==> src/rtl/fft_pkg.sv <==
// Shared types and helpers for the FFT memory controller.
// Holds the default sizes, the controller state encoding and the bit-reversal helper.
package fft_pkg;

  localparam int DW    = 16;
  localparam int LOG2N = 5;

  typedef enum logic [2:0] {
    IDLE,
    LOAD,
    RD,
    WAIT,
    BF,
    WB,
    UNLD_RD,
    UNLD_OUT
  } state_t;

  // Reverses the low n bits of v; bits at and above n come back as zero.
  function automatic logic [15:0] bitrev(input logic [15:0] v, input int n);
    logic [15:0] r;
    r = '0;
    for (int i = 0; i < 16; i++) begin
      if (i < n) r[4'(i)] = v[4'(n - 1 - i)];
    end
    return r;
  endfunction

endpackage

==> src/rtl/fft_addr_gen.sv <==
// Radix-2 in-place butterfly addressing: operand pair and twiddle index for stage s, butterfly j.
// Purely combinational, no latency and no flow control.
module fft_addr_gen #(
  parameter int LOG2N = 5,
  parameter int SW    = 3
) (
  input  logic [SW-1:0]    s,
  input  logic [LOG2N-2:0] j,
  output logic [LOG2N-1:0] top,
  output logic [LOG2N-1:0] bot,
  output logic [LOG2N-2:0] tw
);

  localparam logic [SW-1:0] S_LAST = SW'(LOG2N - 1);

  logic [LOG2N-1:0] span;
  logic [LOG2N-1:0] mask;
  logic [LOG2N-1:0] jx;

  assign jx   = {1'b0, j};
  assign span = LOG2N'(1) << s;
  assign mask = span - LOG2N'(1);

  // Insert a zero at bit s of j: that bit selects top (0) or bottom (1) of the pair.
  assign top = ((jx >> s) << (s + SW'(1))) | (jx & mask);
  assign bot = top + span;
  assign tw  = (j & mask[LOG2N-2:0]) << (S_LAST - s);

endmodule

==> src/rtl/fft_mem_ctrl.sv <==
// In-place radix-2 FFT memory sequencer: load, LOG2N butterfly passes over a dual-port RAM, ordered unload.
// One sample per cycle in, waits on bf_done per butterfly, out_data held until out_ready; FFT_CTRL_BITREV_EN bit-reverses load addresses.
module fft_mem_ctrl #(
  parameter int DW    = fft_pkg::DW,
  parameter int LOG2N = fft_pkg::LOG2N
) (
  input  logic             clk,
  input  logic             rst,
  input  logic             start,
  output logic             busy,
  input  logic             in_valid,
  output logic             in_ready,
  input  logic [DW-1:0]    in_data,
  output logic             out_valid,
  input  logic             out_ready,
  output logic [DW-1:0]    out_data,
  output logic [LOG2N-1:0] ram_addr_a,
  output logic [LOG2N-1:0] ram_addr_b,
  output logic             ram_wr_a,
  output logic             ram_wr_b,
  output logic [DW-1:0]    ram_wd_a,
  output logic [DW-1:0]    ram_wd_b,
  input  logic [DW-1:0]    ram_rd_a,
  input  logic [DW-1:0]    ram_rd_b,
  output logic             bf_start,
  output logic [DW-1:0]    bf_x,
  output logic [DW-1:0]    bf_y,
  output logic [LOG2N-2:0] bf_tw,
  input  logic             bf_done,
  input  logic [DW-1:0]    bf_p,
  input  logic [DW-1:0]    bf_q
);

  import fft_pkg::*;

  localparam int SW = $clog2(LOG2N + 1);
  localparam logic [SW-1:0]    S_LAST = SW'(LOG2N - 1);
  localparam logic [LOG2N-2:0] J_LAST = '1;
  localparam logic [LOG2N-1:0] K_LAST = '1;

  state_t state;
  state_t state_nxt;

  logic [SW-1:0]    s;
  logic [LOG2N-2:0] j;
  logic [LOG2N-1:0] k;
  logic [LOG2N-1:0] top;
  logic [LOG2N-1:0] bot;
  logic [LOG2N-2:0] tw;
  logic [LOG2N-1:0] load_addr;
  logic [DW-1:0]    p_r;
  logic [DW-1:0]    q_r;
  logic             bf_ok;
  logic             last_bf;

  fft_addr_gen #(
    .LOG2N (LOG2N),
    .SW    (SW)
  ) u_addr_gen (
    .s   (s),
    .j   (j),
    .top (top),
    .bot (bot),
    .tw  (tw)
  );

`ifdef FFT_CTRL_BITREV_EN
  assign load_addr = LOG2N'(bitrev(16'(k), LOG2N));
`else
  assign load_addr = k;
`endif

  // bf_done can only belong to the current butterfly from the cycle after bf_start.
  assign bf_ok   = bf_done && !bf_start;
  assign last_bf = (j == J_LAST) && (s == S_LAST);

  always_ff @(posedge clk) begin
    if (rst) state <= IDLE;
    else     state <= state_nxt;
  end

  always_comb begin
    state_nxt = state;
    case (state)
      IDLE:     if (start) state_nxt = LOAD;
      LOAD:     if (in_valid && (k == K_LAST)) state_nxt = RD;
      RD:       state_nxt = WAIT;
      WAIT:     state_nxt = BF;
      BF:       if (bf_ok) state_nxt = WB;
      WB:       state_nxt = last_bf ? UNLD_RD : RD;
      UNLD_RD:  state_nxt = UNLD_OUT;
      UNLD_OUT: if (out_valid && out_ready) state_nxt = (k == K_LAST) ? IDLE : UNLD_RD;
      default:  state_nxt = IDLE;
    endcase
  end

  always_comb begin
    busy       = (state != IDLE);
    in_ready   = 1'b0;
    ram_addr_a = '0;
    ram_addr_b = '0;
    ram_wr_a   = 1'b0;
    ram_wr_b   = 1'b0;
    ram_wd_a   = '0;
    ram_wd_b   = '0;
    case (state)
      LOAD: begin
        in_ready   = 1'b1;
        ram_addr_a = load_addr;
        ram_wr_a   = in_valid;
        ram_wd_a   = in_data;
      end
      RD, WAIT, BF: begin
        ram_addr_a = top;
        ram_addr_b = bot;
      end
      WB: begin
        ram_addr_a = top;
        ram_addr_b = bot;
        ram_wr_a   = 1'b1;
        ram_wr_b   = 1'b1;
        ram_wd_a   = p_r;
        ram_wd_b   = q_r;
      end
      UNLD_RD, UNLD_OUT: ram_addr_a = k;
      default: ;
    endcase
  end

  always_ff @(posedge clk) begin
    if (rst) begin
      s         <= '0;
      j         <= '0;
      k         <= '0;
      bf_start  <= 1'b0;
      bf_x      <= '0;
      bf_y      <= '0;
      bf_tw     <= '0;
      p_r       <= '0;
      q_r       <= '0;
      out_data  <= '0;
      out_valid <= 1'b0;
    end else begin
      bf_start <= (state == WAIT);
      case (state)
        IDLE: begin
          s <= '0;
          j <= '0;
          k <= '0;
        end
        LOAD: if (in_valid) k <= k + 1'b1;
        WAIT: begin
          bf_x  <= ram_rd_a;
          bf_y  <= ram_rd_b;
          bf_tw <= tw;
        end
        BF: if (bf_ok) begin
          p_r <= bf_p;
          q_r <= bf_q;
        end
        WB: begin
          if (j == J_LAST) begin
            j <= '0;
            s <= last_bf ? '0 : s + 1'b1;
            k <= '0;
          end else begin
            j <= j + 1'b1;
          end
        end
        // First UNLD_OUT cycle captures the RAM word, then it is held until taken.
        UNLD_OUT: begin
          if (!out_valid) begin
            out_data  <= ram_rd_a;
            out_valid <= 1'b1;
          end else if (out_ready) begin
            out_valid <= 1'b0;
            k         <= k + 1'b1;
          end
        end
        default: ;
      endcase
    end
  end

  a_no_same_addr_write: assert property (@(posedge clk) disable iff (rst)
    !(ram_wr_a && ram_wr_b && (ram_addr_a == ram_addr_b)));

endmodule

==> config.mk <==
export PLATFORM = sky130hd
export DESIGN_NAME = fft_mem_ctrl
export DESIGN_NICKNAME = d
export VERILOG_FILES = /design/src/rtl/fft_pkg.sv /design/src/rtl/fft_addr_gen.sv /design/src/rtl/fft_mem_ctrl.sv
export SDC_FILE = /design/constraint.sdc
export NUM_CORES = 1
export LEC_CHECK = 0
export BUFFER_PORTS_ARGS = -buffer_cell sky130_fd_sc_hd__buf_2
export CAP_MARGIN = 10
export CORE_ASPECT_RATIO = 0.9
export CORE_MARGIN = 3
export CORE_UTILIZATION = 40
export DETAILED_ROUTE_END_ITERATION = 12
export MAX_ROUTING_LAYER = met4
export PLACE_DENSITY_LB_ADDON = 0.1
export SLEW_MARGIN = 20
export SYNTH_ARGS = -nofsm -noshare
export SYNTH_HDL_FRONTEND = slang
export SYNTH_SLANG_ARGS = --single-unit
export TNS_END_PERCENT = 10
==> constraint.sdc <==
create_clock -name clk -period 4 [get_ports clk]
set_clock_uncertainty 0.05 [all_clocks]
set_input_delay 0 -clock clk [delete_from_list [all_inputs] [get_ports clk]]
set_output_delay 0 -clock clk [all_outputs]
set_load 0.02 [all_outputs]
* After elaboration in Yosys (flattened, before gate mapping) *
Cells that the tools add are included.

cells by class
  bitwise operators = 4
  reductions and logical operators = 16
  mux-type cells = 26
  add/subtract/negate cells = 6
  order comparisons = 0
  equal/unequal tests = 18
  shift operators = 4
  multipliers = 0
  divide/modulo/power cells = 0

operators with widths
  operator                                                             count
  16-bit one-hot mux with 2 select lines                               1
  5-bit 2-to-1 mux                                                     5
  3-bit 2-to-1 mux                                                     8
  3-bit one-hot mux with 8 select lines                                1
  5-bit one-hot mux with 4 select lines                                1
  16-bit 2-to-1 mux                                                    1
  2-bit inequality test (second input constant)                        8
  3-bit == test (second input constant)                                5
  5-bit one-hot mux with 2 select lines                                1
  4-bit one-hot mux with 2 select lines                                1
  3-bit by 2-bit == test with 1-bit output (second input constant)     2
  3-bit one-hot mux with 2 select lines                                1
  2-bit AND reduction                                                  3
  5-bit by 1-bit adder with 5-bit output (second input constant)       1
  5-bit adder                                                          1
  4-bit by 5-bit bitwise AND with 5-bit output                         1
  5-bit == test (second input constant)                                1
  5-bit bitwise OR                                                     1
  5-bit AND reduction                                                  1
  1-bit by 3-bit << shifter with 5-bit output (first input constant)   1
  5-bit by 3-bit << shifter with 5-bit output                          1
  4-bit by 3-bit right shift with 5-bit output                         1
  5-bit by 1-bit subtractor with 5-bit output (second input constant)  1
  4-bit by 1-bit adder with 4-bit output (second input constant)       1
  other kinds (19)                                                     25

storage, ports and cells
  bits in latches = 0
  register bits = 101
  bits in read-only memories = 0
  output and inout port bits = 100
  memories = 0
  RAM bits = 0

* Logic depth before layout (Yosys ltp) *
  depth in word-level cells = 6
  mapped depth = 14

* Cells and area by module *
A second synthesis with hierarchy kept.

second synthesis, totals
  cell total of the unflattened synthesis = 626
  area total of the unflattened synthesis = 4883.4 µm²

by module, submodules not included
  module        cells each  sequential area each (µm²)  area each (µm²)  times used
  fft_mem_ctrl  543         2021.9                      4231.6           1
  fft_addr_gen  83          0.0                         651.9            1

* Worst setup path after synthesis *
OpenSTA, ideal clock, no wires.

  path kind = reg2out
  start = reg s[0]
  end = out ram_addr_b[4]
  path slack = 0.835 ns
  data required time = 3.950 ns
  buffers on the path = 3
  data arrival time = 3.115 ns
  stages on the path, launching flop included = 15
  cells stage by stage = dfxtp_1 -> buf_2 -> clkinv_1 -> ha_1 -> buf_2 -> buf_2 -> nor2_1 -> a32o_1 -> ha_1 -> fa_1 -> a21o_1 -> a21oi_1 -> xnor2_1 -> xnor2_1 -> nor2_1

between the ends
  longest elaborated chain between the ends = 6
  elaborated cells between the ends (all ways) = 9
  classes of those cells = add/sub: 3; shift: 3; mux: 1; bitwise: 2

ends and longest elaborated chain
  what                                          RTL line             RTL
  start, declared                               fft_mem_ctrl.sv:44   logic [SW-1:0] s;
  start signal, assigned                        fft_mem_ctrl.sv:164  s <= last_bf ? '0 : s + 1'b1;
  1-bit by 3-bit << shifter with 5-bit output   fft_addr_gen.sv:21   assign span = LOG2N'(1) << s;
  5-bit by 1-bit subtractor with 5-bit output   fft_addr_gen.sv:22   assign mask = span - LOG2N'(1);
  4-bit by 5-bit bitwise AND with 5-bit output  fft_addr_gen.sv:25   assign top = ((jx >> s) << (s + SW'(1))) | (jx & mask);
  5-bit bitwise OR                              fft_addr_gen.sv:25
  5-bit adder (*)                               fft_addr_gen.sv:26   assign bot = top + span;
  5-bit 2-to-1 mux (*)                          fft_mem_ctrl.sv:106  case (state)
  end, declared                                 fft_mem_ctrl.sv:18   output logic [LOG2N-1:0] ram_addr_b,

Mark *: on every way between the ends. The rest lies on a longest branch, timed or not.

* Final worst setup path *
  start = reg s[1]
  end = out ram_addr_b[4]

The elaborated chain is that of the path after synthesis.

==> run summary <==
• dfxtp_1 — cell type contributing the most total cell area after synthesis
• 0.219 — global routing usage summed across all routing layers
• 0.286 — fraction of power spent switching nets
• 101 — CTS sink count
• 0.263 — fraction of final layout cells with drive strength greater than 1
• 3650 ps — post-layout minimum cycle time
• buf_2 (185), nand2_1 (179), a21oi_1 (100), dfxtp_1 (100), dlygate4sd3_1 (64) — leading cell types in the layout, fill and taps excluded
• 23.7 mm — first-pass GRT wire length
• reg -> out — Worst Path Class, Setup
• 1 — number of antenna violations at the first check in global routing
• 0.417 — Starting Density
• 0 — total setup violations reported at the end of the flow
• buf_2 — most common cell after layout, fill and taps aside
• 0.181 — combinational share of power
• 9 — number of buffers added by the clock tree synthesis step
• 2590 sq um — Multi-input gate area
• 313 — DRC marker count from the first detailed-route iteration
• 4860 sq um — Netlist Area Pre-Place
• output port — CP Capture Type
• 0 ps — sum of negative setup slack
• 9.75 mm — post-DP HPWL
• 0 — Post-synth ARST share
• 2 — Longest Clk Path Bufs
• 77 — largest net degree at the start of global routing
• 0.366 — clock network fraction of total power
• 37 — row count
• no — unrepaired setup endpoints after global routing
• 5,057 — detailed-route via count
• 11,700 sq um — Core Area
• built — clock tree from TritonCTS
• 932 — placed instance count
• 7.70 sq um — mean instance size in the synthesized netlist
• 3 — maximum level of the CTS H-tree
• 14 — top fanout value on the critical path
• 2.99 nW — leakage power of the design
• 14.3 um — wire length per cell
• 0 — number of maximum-capacitance constraint violations
• 2020 sq um — sequential cell area
• dfxtp_1 (42%), nand2_1 (14%), a21oi_1 (10%) — biggest area contributors in the synthesized netlist
• 13,500 sq um — die outline area
• 70 ps — clock-pin slew on the worst setup and hold paths
• 39.3% — Area growth, synth to finish
• 14.5 mm — total wire length after detailed routing
• in -> reg — type of the tightest min-delay check
• 1.66 mW — internal power summed over all cells
• 0.866 — Routability Congestion
• 595 ps — worst setup slack after placement
• 4.99 — via density per instance
• 952 — Net count, final
• 62 — number of library cell types mapped by synthesis
• 0 — Residual DRC
• 350 ps — worst-case setup margin in the final layout
• 0 — number of nets with antenna violations after routing
• 111 um — height of the die
• 0 — number of enable flip-flop cells after synthesis
• 0.453 — part of the total power dissipated in sequential elements
• 185 — input/output buffers
• 4,857 — via count of the first global-routing pass
• 274 MHz — Max Freq
• 631 — gate count of the mapped netlist
• flip-flop — launching element type of the critical path
• 101 — Yosys reg bits
• 0.416 — area fraction of the dominant cell type after synthesis
• 3950 ps — data required time at the worst endpoint
• 330 ps — clock latency on the worst-skew pair
• 1,094 — Filler Cells Inserted
• 0 — number of failing hold endpoints at the final stage
• 3600 ps — crit path DAT
• 0.259 mV — Max rail drop VDD
• completed — run status
• 343 nW/um^2 — total power divided by cell area
• dfxtp_1 — dominant synthesized flop cell
• 0.416 — proportion of synthesized chip area in sequential cells
• 31.3 ps — Fin Hold WS
• 0 — Congestion Overflow GR
• 0 — buffer count from post-CTS setup fixing
• 0 — Max Slew Vio Count
• 1050 ps — Least-Margin Pin Slew
• 0 — number of synthesis warnings
• 1,013 — filler-free cell count of the finished design
• 4 — iteration count of the initial detailed-routing pass
• clkbuf_16 — clock tree root buffer cell
• 122 um — x dimension of the die
• 186 — I/O pin cnt
• 0.912 — Tcrit/Tclk final
• 0.298 — worst max-slew margin expressed relative to the limit
• 0.664 mW — switching pwr
• 732 — Post-Syn Nets
==> cells in the mapped netlist, drive strengths merged (2+ instances only) <==
library cell	instances
dfxtp	101
nor2	26
nor4bb	2
a21o	4
nor2b	7
ha	14
nand2b	7
a22oi	3
clkbuf	23
inv	6
a22o	16
nand3	13
nor3b	5
a311oi	2
xor2	5
o21ai	10
and3	21
mux2i	2
a221oi	2
buf	27
or2	3
o21bai	2
nor3	5
a31oi	5
or3	2
nand2	181
nor4	4
xnor2	5
a21oi	100
and2b	2
and2	3
nand4	3
==> power by group through the flow <==
stage	sequential [mW]	combinational, mW	clock [mW]
floorplan	1.09	0.223	0
global placement	1.07	0.366	0
detailed placement	1.08	0.370	0
CTS	1.05	0.420	0.884
global route	1.06	0.459	0.920
finish	1.05	0.420	0.849
==> cell families (layout without fill, tap and decap cells) <==
logic type               after synthesis  count (layout)  share of synthesized area
AND/OR/NAND/NOR                      288             288                      0.271
AO/OA/AOI/OAI                        157             157                      0.195
flip-flops                           101             101                      0.416
buffers and inverters                 57             282                     0.0523
adder cells (fa/ha/maj)               15              15                     0.0402
XOR/XNOR                              10              10                     0.0196
multiplexers                           3               3                    0.00644
other                                  0               1                          0
==> sequential cells by signal (all words and copies together) (netlist names) <==
| name | count |
|---|---|
| state | 3 |
| bf_start | 1 |
| bf_x | 16 |
| k | 5 |
| bf_y | 16 |
| j | 4 |
| out_valid | 1 |
| s | 3 |
| q_r | 16 |
| bf_tw | 4 |
| p_r | 16 |
| out_data | 16 |
==> worst paths after layout <==
check,end,cells past startpoint,start,slack (ps)
worst max-delay path,ram_addr_b[4],13,s[1],350
worst min-delay path,s[1],2,rst,30
worst max register to register,q_r[3],4,state[2],1430
worst min register to register,out_data[8],2,out_data[8],400
==> layer usage <==
layer / global-route usage / vias to the layer above / share of wire
li1: - / 2591 / -
met1: 0.273 / 2322 / 0.43
met2: 0.362 / 129 / 0.50
met3: 0.0466 / 15 / 0.054
met4: 0.0545 / 0 / 0.012
met5: - / - / 0
==> per-stage QoR <==
step / utilization / power [mW] / area [sq um]
detailed placement: 0.500 / 1.45 / 5830
finish: 0.580 / 2.32 / 6770
global route: 0.580 / 2.43 / 6770
floorplan: - / 1.31 / 4860
global placement: 0.500 / 1.44 / 5830
CTS: 0.580 / 2.36 / 6770
==> cell type report <==
class	instances	area share
inverters	7	0.00388
repair buffers	259	0.243
well taps	156	0.0288
diodes	1	0.000370
clock buffers	10	0.0353
flip-flops and latches	101	0.299
multi-input cells	473	0.382
clock inverters	6	0.00776
==> what timing repair did <==
item | 4_1_cts | 5_1_grt
setup endpoints to repair | 0 | 1
resized for setup | 0 | 1
hold buffers | 64 | 0
endpoints found under the hold margin | 80 | 0
==> worst max-delay path, stage by stage, from the launching register on <==
cell and delay [ps]:
dfxtp_1 620, inv_1 180, ha_1 250, ha_1 290, or2_1 260, a32oi_1 290
o21ai_1 180, ha_1 350, a21o_1 170, a21oi_1 170, xnor2_1 160, xnor2_1 140
nor2_1 50, buf_2 160
(Power assumes the default switching activity.)
